## src/rtl/branch_ctrl_ras_if.sv

```systemverilog
// Branch/jump control bundle: decode operands and ALU flags in, registered PC redirect and RAS status out.
// Latency: transport only; the slave side registers its outputs 1 cycle after an accepted opcode.
// Backpressure: none on this bundle; the producer holds the slave frozen with stall.
// Ports: enable/valid_in/stall qualify an opcode; opcode/pc/target/zero/negative carry it;
//        valid_out/jump/target_out/ras_* return the result. Build macro BRANCH_STATS_EN adds taken_cnt/nottaken_cnt.
interface branch_ctrl_ras_if #(
    parameter int ADDR_W = 12
`ifdef BRANCH_STATS_EN
    , parameter int CNT_W = 16
`endif
);
    logic              enable;
    logic              valid_in;
    logic              stall;
    logic [5:0]        opcode;
    logic [ADDR_W-1:0] pc;
    logic [ADDR_W-1:0] target;
    logic              zero;
    logic              negative;
    logic              valid_out;
    logic              jump;
    logic [ADDR_W-1:0] target_out;
    logic              ras_empty;
    logic              ras_full;
    logic              ras_underflow;
`ifdef BRANCH_STATS_EN
    logic [CNT_W-1:0]  taken_cnt;
    logic [CNT_W-1:0]  nottaken_cnt;

    modport master (
        output enable, valid_in, stall, opcode, pc, target, zero, negative,
        input  valid_out, jump, target_out, ras_empty, ras_full, ras_underflow,
        input  taken_cnt, nottaken_cnt
    );
    modport slave (
        input  enable, valid_in, stall, opcode, pc, target, zero, negative,
        output valid_out, jump, target_out, ras_empty, ras_full, ras_underflow,
        output taken_cnt, nottaken_cnt
    );
`else
    modport master (
        output enable, valid_in, stall, opcode, pc, target, zero, negative,
        input  valid_out, jump, target_out, ras_empty, ras_full, ras_underflow
    );
    modport slave (
        input  enable, valid_in, stall, opcode, pc, target, zero, negative,
        output valid_out, jump, target_out, ras_empty, ras_full, ras_underflow
    );
`endif
endinterface

```

## src/rtl/branch_ctrl_ras.sv

```systemverilog
// Resolves beq/bneq/blz/jmp/jmpr/jal into a registered PC redirect, with a circular return-address stack.
// Latency: 1 cycle from an accepted opcode (enable & valid_in & !stall) to valid_out/jump/target_out.
// Backpressure: stall freezes every register, the RAS and the counters; stall beats all other inputs.
// Ports: clock, reset_n (async, active low); bus (branch_ctrl_ras_if.slave) carries operands and results.
// Optional: define BRANCH_STATS_EN to add saturating taken_cnt/nottaken_cnt statistics.
module branch_ctrl_ras #(
    parameter int ADDR_W    = 12,
    parameter int RAS_DEPTH = 4,
    parameter int CNT_W     = 16
) (
    input  logic              clock,
    input  logic              reset_n,
    branch_ctrl_ras_if.slave  bus
);
    localparam int PTR_W = (RAS_DEPTH > 1) ? $clog2(RAS_DEPTH) : 1;
    localparam int CNT_RAS_W = PTR_W + 1;

    localparam logic [5:0] OP_BEQ  = 6'b001111;
    localparam logic [5:0] OP_BNEQ = 6'b010000;
    localparam logic [5:0] OP_BLZ  = 6'b010001;
    localparam logic [5:0] OP_JMP  = 6'b001101;
    localparam logic [5:0] OP_JMPR = 6'b001110;
    localparam logic [5:0] OP_JAL  = 6'b011010;

    // Pointer wrap relies on the depth being a power of two.
    if (RAS_DEPTH < 2 || (RAS_DEPTH & (RAS_DEPTH - 1)) != 0 || CNT_W < 1) begin : g_param_chk
        $error("branch_ctrl_ras: RAS_DEPTH must be a power of two >= 2 and CNT_W >= 1");
    end

    logic [ADDR_W-1:0]    ras_mem [RAS_DEPTH];
    logic [PTR_W-1:0]     ras_ptr;      // next free slot; top entry sits at ras_ptr-1
    logic [CNT_RAS_W-1:0] ras_cnt;

    logic                 valid_q;
    logic                 jump_q;
    logic [ADDR_W-1:0]    target_q;
    logic                 underflow_q;

    logic                 accept;
    logic                 jump_nxt;
    logic [ADDR_W-1:0]    target_nxt;
    logic                 underflow_nxt;
    logic                 push;
    logic                 pop;
    logic                 is_cond;
    logic [PTR_W-1:0]     ptr_dec;
    logic                 ras_is_empty;
    logic                 ras_is_full;

    assign accept       = bus.enable & bus.valid_in & ~bus.stall;
    assign ptr_dec      = ras_ptr - PTR_W'(1);
    assign ras_is_empty = (ras_cnt == '0);
    assign ras_is_full  = (ras_cnt == CNT_RAS_W'(RAS_DEPTH));

    // Resolution of the current opcode; push/pop are only honoured when accept is high.
    always_comb begin
        jump_nxt      = 1'b0;
        target_nxt    = bus.pc;
        underflow_nxt = 1'b0;
        push          = 1'b0;
        pop           = 1'b0;
        is_cond       = 1'b0;
        case (bus.opcode)
            OP_BEQ: begin
                is_cond = 1'b1;
                if (bus.zero) begin
                    jump_nxt   = 1'b1;
                    target_nxt = bus.pc + bus.target;
                end
            end
            OP_BNEQ: begin
                is_cond = 1'b1;
                if (!bus.zero) begin
                    jump_nxt   = 1'b1;
                    target_nxt = bus.target;
                end
            end
            OP_BLZ: begin
                is_cond = 1'b1;
                if (bus.negative) begin
                    jump_nxt   = 1'b1;
                    target_nxt = bus.pc + bus.target;
                end
            end
            OP_JMP: begin
                jump_nxt   = 1'b1;
                target_nxt = bus.target;
            end
            OP_JAL: begin
                jump_nxt   = 1'b1;
                target_nxt = bus.target;
                push       = 1'b1;
            end
            OP_JMPR: begin
                jump_nxt = 1'b1;
                if (!ras_is_empty) begin
                    pop        = 1'b1;
                    target_nxt = ras_mem[ptr_dec];
                end else begin
                    // Empty stack falls back to the link-style target+1 and flags it.
                    target_nxt    = bus.target + ADDR_W'(1);
                    underflow_nxt = 1'b1;
                end
            end
            default: ;
        endcase
    end

    always_ff @(posedge clock or negedge reset_n) begin
        if (!reset_n) begin
            valid_q     <= 1'b0;
            jump_q      <= 1'b0;
            target_q    <= '0;
            underflow_q <= 1'b0;
            ras_ptr     <= '0;
            ras_cnt     <= '0;
            for (int i = 0; i < RAS_DEPTH; i++) ras_mem[i] <= '0;
        end else if (!bus.stall) begin
            if (accept) begin
                valid_q     <= 1'b1;
                jump_q      <= jump_nxt;
                target_q    <= target_nxt;
                underflow_q <= underflow_nxt;
                if (push) begin
                    // When full the write lands on the oldest entry and the count saturates.
                    ras_mem[ras_ptr] <= bus.pc + ADDR_W'(1);
                    ras_ptr          <= ras_ptr + PTR_W'(1);
                    if (!ras_is_full) ras_cnt <= ras_cnt + CNT_RAS_W'(1);
                end else if (pop) begin
                    ras_ptr <= ptr_dec;
                    ras_cnt <= ras_cnt - CNT_RAS_W'(1);
                end
            end else begin
                valid_q     <= 1'b0;
                jump_q      <= 1'b0;
                target_q    <= '0;
                underflow_q <= 1'b0;
            end
        end
    end

    assign bus.valid_out     = valid_q;
    assign bus.jump          = jump_q;
    assign bus.target_out    = target_q;
    assign bus.ras_underflow = underflow_q;
    assign bus.ras_empty     = ras_is_empty;
    assign bus.ras_full      = ras_is_full;

`ifdef BRANCH_STATS_EN
    logic [CNT_W-1:0] taken_q;
    logic [CNT_W-1:0] nottaken_q;

    always_ff @(posedge clock or negedge reset_n) begin
        if (!reset_n) begin
            taken_q    <= '0;
            nottaken_q <= '0;
        end else if (accept) begin
            if (jump_nxt && taken_q != '1) taken_q <= taken_q + CNT_W'(1);
            if (is_cond && !jump_nxt && nottaken_q != '1) nottaken_q <= nottaken_q + CNT_W'(1);
        end
    end

    assign bus.taken_cnt    = taken_q;
    assign bus.nottaken_cnt = nottaken_q;
`endif
endmodule

```

## src/flat_wrapper.sv

```systemverilog
// flat-port wrapper written by rule: the top's interface ports become plain ports
module branch_ctrl_ras_flat 
#(
    parameter int ADDR_W    = 12,
    parameter int RAS_DEPTH = 4,
    parameter int CNT_W     = 16
)
  (clock, reset_n, bus_enable, bus_valid_in, bus_stall, bus_opcode, bus_pc, bus_target, bus_zero, bus_negative, bus_valid_out, bus_jump, bus_target_out, bus_ras_empty, bus_ras_full, bus_ras_underflow);
  branch_ctrl_ras_if #(.ADDR_W(ADDR_W)) bus_i ();
  input  logic clock;
  input  logic reset_n;
  input wire logic [$bits(bus_i.enable)-1:0] bus_enable;
  input wire logic [$bits(bus_i.valid_in)-1:0] bus_valid_in;
  input wire logic [$bits(bus_i.stall)-1:0] bus_stall;
  input wire logic [$bits(bus_i.opcode)-1:0] bus_opcode;
  input wire logic [$bits(bus_i.pc)-1:0] bus_pc;
  input wire logic [$bits(bus_i.target)-1:0] bus_target;
  input wire logic [$bits(bus_i.zero)-1:0] bus_zero;
  input wire logic [$bits(bus_i.negative)-1:0] bus_negative;
  output wire logic [$bits(bus_i.valid_out)-1:0] bus_valid_out;
  output wire logic [$bits(bus_i.jump)-1:0] bus_jump;
  output wire logic [$bits(bus_i.target_out)-1:0] bus_target_out;
  output wire logic [$bits(bus_i.ras_empty)-1:0] bus_ras_empty;
  output wire logic [$bits(bus_i.ras_full)-1:0] bus_ras_full;
  output wire logic [$bits(bus_i.ras_underflow)-1:0] bus_ras_underflow;
  assign bus_i.enable = bus_enable;
  assign bus_i.valid_in = bus_valid_in;
  assign bus_i.stall = bus_stall;
  assign bus_i.opcode = bus_opcode;
  assign bus_i.pc = bus_pc;
  assign bus_i.target = bus_target;
  assign bus_i.zero = bus_zero;
  assign bus_i.negative = bus_negative;
  assign bus_valid_out = bus_i.valid_out;
  assign bus_jump = bus_i.jump;
  assign bus_target_out = bus_i.target_out;
  assign bus_ras_empty = bus_i.ras_empty;
  assign bus_ras_full = bus_i.ras_full;
  assign bus_ras_underflow = bus_i.ras_underflow;
  branch_ctrl_ras #(.ADDR_W(ADDR_W), .RAS_DEPTH(RAS_DEPTH), .CNT_W(CNT_W)) u_core (.clock(clock), .reset_n(reset_n), .bus(bus_i));
endmodule
```

## config.mk

```make
export PLATFORM = sky130hd
export DESIGN_NAME = branch_ctrl_ras_flat
export DESIGN_NICKNAME = d
export VERILOG_FILES = /design/src/rtl/branch_ctrl_ras_if.sv /design/src/rtl/branch_ctrl_ras.sv /design/src/flat_wrapper.sv
export SDC_FILE = /design/constraint.sdc
export NUM_CORES = 1
export LEC_CHECK = 0
export ABC_CLOCK_PERIOD_IN_PS = 2750
export BUFFER_PORTS_ARGS = -buffer_cell sky130_fd_sc_hd__buf_4
export CORE_MARGIN = 2
export CORE_UTILIZATION = 53
export DETAILED_ROUTE_END_ITERATION = 10
export PLACE_DENSITY = 0.75
export SETUP_SLACK_MARGIN = 0.15
export SYNTH_ARGS = -nofsm -noshare
export SYNTH_HDL_FRONTEND = slang
export SYNTH_SLANG_ARGS = --single-unit
```

## constraint.sdc

```tcl
create_clock -name clock -period 2.75 [get_ports clock]
set_clock_uncertainty 0.15 [all_clocks]
set_input_delay 0.275 -clock clock [delete_from_list [all_inputs] [get_ports clock]]
set_output_delay 0.275 -clock clock [all_outputs]
set_load 0.05 [all_outputs]
```

# == After elaboration in Yosys (flattened, before gate mapping) ==
# Index checks and enable logic that the tools add are counted.
# totals
regBits,68
# classes
add_sub_neg,7
magnitude_cmp,3
eq_ne,8
muxes,29
bitwise,5
n_reduce_logical,8
# ops
cell,count
2-to-1 mux 12 bit,8
case mux 12 bit (5 select lines),1
bitwise mux 48 bit,1
adder 12 x 1 -> 12 bit (second input constant),2
binary-select mux 12 bit (select 2 bit),1
demux 12 bit (select 2 bit),1
equality test 6 x 4 -> 1 bit (second input constant),3
equality test 6 x 5 -> 1 bit (second input constant),3
adder 12 bit,1
2-to-1 mux 1 bit,11
2-to-1 mux 3 bit,3
greater-or-equal comparator 3 bit (second input constant),2
NOT 2 -> 3 bit,2
AND reduction 3 bit,2
2-to-1 mux 2 bit,2
case mux 1 bit (4 select lines),1
AND reduction 4 bit,1
adder 3 x 1 -> 3 bit (second input constant),1
equality test 3 bit (second input constant),1
logical NOT 3 bit,1
< comparator 3 x 1 -> 1 bit (second input constant),1
OR reduction 3 bit,1
subtractor 3 x 1 -> 3 bit (second input constant),1
adder 2 x 1 -> 2 bit (second input constant),1
7 further kinds,8

# == Longest topological paths before layout ==
# depth
word_depth,8
depth_mapped,10
depth_no_buf,8

# == Worst setup path before layout ==
# Ideal clock, no wire load.
# synth_path
kind,flip-flop to flip-flop
from,reg u_core.ras_ptr[0]
to,"reg u_core.target_q[8], in the netlist u_core.bus.target_out[8]"
arrival_ns,2.432
slack_ns,0.044
stages_incl_launch_ff,9
path_buffers,2
period_less_slack_ns,2.706
cell_sequence,dfrtp_1 -> buf_4 -> inv_1 -> ha_1 -> clkbuf_1 -> mux4_2 -> a222oi_1 -> o2111ai_1 -> a2bb2oi_1
# synth_between
elab_chain_len,8
# synth_rtl
item,line,rtl
start: declaration,branch_ctrl_ras.sv:31,logic [PTR_W-1:0] ras_ptr;
start signal: assignment,branch_ctrl_ras.sv:127,ras_ptr <= ras_ptr + PTR_W'(1);
start signal: assignment,branch_ctrl_ras.sv:130,ras_ptr <= ptr_dec;
subtractor 2 x 1 -> 2 bit,branch_ctrl_ras.sv:51,assign ptr_dec = ras_ptr - PTR_W'(1);
via u_core.ptr_dec[0],branch_ctrl_ras.sv:46,logic [PTR_W-1:0] ptr_dec;
NOT 2 -> 3 bit (implied by the code),branch_ctrl_ras.sv:98,target_nxt = ras_mem[ptr_dec];
binary-select mux 12 bit (select 2 bit),branch_ctrl_ras.sv:98,
2-to-1 mux 12 bit (implied by the code) (2 in a row),branch_ctrl_ras.sv:98,
2-to-1 mux 12 bit,branch_ctrl_ras.sv:96,if (!ras_is_empty) begin
case mux 12 bit (5 select lines),branch_ctrl_ras.sv:63,case (bus.opcode)
2-to-1 mux 12 bit,branch_ctrl_ras.sv:119,if (accept) begin
end signal: assignment,branch_ctrl_ras.sv:122,target_q <= target_nxt;
end: declaration,branch_ctrl_ras.sv:36,logic [ADDR_W-1:0] target_q;
# The timed path passes the listed nets, and every way through them passes these cells. The select of a mux whose other input is x is not followed.
# A chain may end at the register's enable or synchronous reset.

# == Final worst setup path ==
# layout_path
from,reg u_core.ras_ptr[1]
to,"reg u_core.target_q[5], in the netlist u_core.bus.target_out[5]"
# layout_between
elab_chain_len,8
# layout_rtl
item,line
subtractor 2 x 1 -> 2 bit,branch_ctrl_ras.sv:51
NOT 2 -> 3 bit (implied by the code),branch_ctrl_ras.sv:98
binary-select mux 12 bit (select 2 bit),branch_ctrl_ras.sv:98
2-to-1 mux 12 bit (implied by the code) (2 in a row),branch_ctrl_ras.sv:98
2-to-1 mux 12 bit,branch_ctrl_ras.sv:96
case mux 12 bit (5 select lines),branch_ctrl_ras.sv:63
2-to-1 mux 12 bit,branch_ctrl_ras.sv:119
# No other way between the ends. The select of a mux whose other input is x is not followed.

==> impl_metrics.json <==
{
  "status": "completed",
  "drcViolationCount": 0,
  "yosysTopAreaCell": "dfrtp_1",
  "hpwlAfterDp_um": 9250,
  "layout_commonest_cell": "nand2_1",
  "finalSetupTns_ps": 0,
  "synthesis.area_mm2": 0.00449,
  "die-width_um": 96.1,
  "routed_wl_um": 12400,
  "core-area_mm2": 0.00822,
  "syn-num-nets": 531,
  "ff2ff_path_depth": 8,
  "critical_path_buf_inv_count": 2,
  "num-nets-final": 583,
  "arrival_ps": 2530,
  "final_area_mm2": 0.00517,
  "synth_area_leaders": "dfrtp_1 (38%), nand2_1 (6.9%), mux4_2 (6.0%)",
  "p_per_area_mw_per_mm2": 482,
  "synth_top_cell_area_share_pct": 37.9,
  "cts_hold_buf": 1,
  "overflow": 0,
  "num_antenna_cells": 0,
  "netlist_instances": 475,
  "slowest_stage": "ha_1",
  "antenna_found_initial": 0,
  "timing.critical_path.required_ps": 2830,
  "avgViaCountPerCell": 6.19,
  "finalHoldViolCount": 0,
  "placed_area_mm2": 0.00495,
  "cp_cell_sequence": "inv_1 > ha_1 > buf_4 > mux4_2 > a21oi_1 > nor2_1 > a211oi_1 > o21ai_0",
  "drive_above_1_share_pct": 20.9,
  "hp-class": "in2reg",
  "cp_max_fo": 8,
  "setup_violations": 0,
  "via_count": 3941,
  "start_kind": "flip-flop",
  "critical_path_depth": 8,
  "yosys.cell_types.count": 64,
  "synth_seq_area_share_pct": 37.9,
  "power_w": 0.00249,
  "synth_area_per_cell_um2": 9.46,
  "stdcell_count": 637,
  "cts_root_buf": "clkbuf_8",
  "min_period_over_period_pct": 89.0,
  "drtIter0Drc": 175,
  "drt_pass1_iterations": 7,
  "regArea_mm2": 0.00170,
  "relSlewSlack_pct": 43.4,
  "fmax_mhz": 409,
  "die_area_mm2": 0.00923,
  "clkSinkCount": 68,
  "grt_pass1_vias": 3797,
  "rsz0062_at_grt": "no",
  "cts_tree": "yes",
  "clkLatencyLatePin_ps": 350,
  "drv_slew": 0,
  "synthArstFlopShare_pct": 100,
  "ys_warn_count": 0,
  "worstSetupEndpointType": "flip-flop",
  "post_cts_resized": 0,
  "multi_input_area_mm2": 0.00263,
  "postCtsSetupBuffers": 0,
  "gp_congestion": 0.981,
  "dp.cells": 620,
  "synth-seq-cells": 68,
  "start_util_pct": 54.7,
  "layout_common_cells": "nand2_1 (83), dfrtp_1 (68), buf_4 (60), o21ai_1 (48), nor2_1 (25)",
  "cap_violations": 0,
  "clock_path_buffers": 2,
  "fin_crit_ps": 2450,
  "syn2layout_area_growth_pct": 15.0,
  "ir_drop_mv": 0.273,
  "wl_per_cell_um": 19.4,
  "io_pins": 54,
  "holdPathStages": 3,
  "die_h_um": 96.1,
  "grt_use_total_pct": 28.6,
  "cts_inserted_buffers": 9,
  "grt_max_degree": 69,
  "grt_pass1_wl_um": 19800,
  "io_buffers": 53,
  "synth-main-ff-cell": "dfrtp_1",
  "row_count": 33,
  "ant_nets": 0,
  "fill_cells": 734,
  "worstSetupPathType": "reg2reg",
  "synth_edf_count": 0,
  "cpPeakStageDelay_ps": 510,
  "tightest_slew_ps": 849,
  "h-tree-depth": 3,
  "cp_top_family": "adder cells",
  "clk_pin_slew_ps": 80,
  "leakage_nw": 2.32
}
-- layer usage --
metal	global-route usage [%]	wire, µm	vias up
met5	0	0	-
met4	10.1	269	0
met3	5.25	893	22
met2	44.4	5770	162
met1	40.4	5440	1885
li1	-	-	1872
-- flip-flops by register name (all words and copies together), names as in the netlist --
name                      count
u_core.ras_cnt                3
u_core.ras_mem               48
u_core.ras_ptr                2
u_core.bus.ras_underflow      1
u_core.bus.valid_out          1
u_core.bus.target_out        12
u_core.bus.jump               1
-- layout make-up --
class                   instances  share of cell area, %
clock buffers                  10                   2.66
well taps                     105                   2.54
flip-flops and latches         68                   32.9
clock inverters                 6                   1.38
inverters                       9                  0.654
repair buffers                 61                   8.91
multi-input cells             378                   50.9
-- synthesized netlist by cell type (all sizes together), types with 3 or more instances --
library cell	n
xor2	12
nand4	5
nor3b	3
a221oi	8
o21bai	3
nand3	16
dfrtp	68
clkbuf	7
and3b	3
a21oi	12
and3	5
o21ai	68
nand3b	4
nor2	26
ha	17
nand2	89
mux4	12
a22oi	5
xnor2	17
mux2	5
o211ai	5
nor3	3
a31oi	5
a211oi	7
a221o	3
inv	9
nor4	4
a21o	6
buf	13
-- worst min-delay path, delay by kind of cell --
family                 cells  cell delay (ps)
AOI/OAI and AO/OA          2              130
buffers and inverters      1              120
-- power breakdown --
| part | internal (W) | switching, W |
|---|---|---|
| Clock | 0.000450 | 0.000430 |
| Combinational | 0.000213 | 0.000352 |
| Sequential | 0.00103 | 0.0000195 |
-- per-stage QoR --
stage                     worst slack [ps]  utilization [%]  hold slack [ps]
final                                  302             62.9             58.0
after floorplan                        178                -             -171
after CTS                              313             62.9             48.0
after detailed placement               174             60.2              295
after global routing                   173             62.9             69.7
after global placement                 200             60.2              285
-- cells by family (layout without fill, tap and decap cells) --
group	Yosys count	after routing	share of synthesized area, %
buffers and inverters	29	86	3.54
muxes	17	17	7.69
adders and majority gates	19	19	5.63
and+or+nand+nor	170	170	18.9
DFF	68	68	37.9
xor gates and xnor gates	29	29	5.65
AOI/OAI and AO/OA	143	143	20.7
-- worst paths after layout --
path                                      startpoint                  endpoint  slack [ps]
worst max-delay path               u_core.ras_ptr[1]  u_core.bus.target_out[5]         300
worst min-delay path                       bus_pc[4]  u_core.bus.target_out[4]          60
worst max register to register     u_core.ras_ptr[1]  u_core.bus.target_out[5]         300
worst min register to register  u_core.bus.valid_out      u_core.bus.valid_out         330
max in group asynchronous                    reset_n  u_core.bus.target_out[8]        1470
min in group asynchronous                    reset_n         u_core.ras_mem[1]         400
No activity file was read; power rests on OpenSTA's default activity.
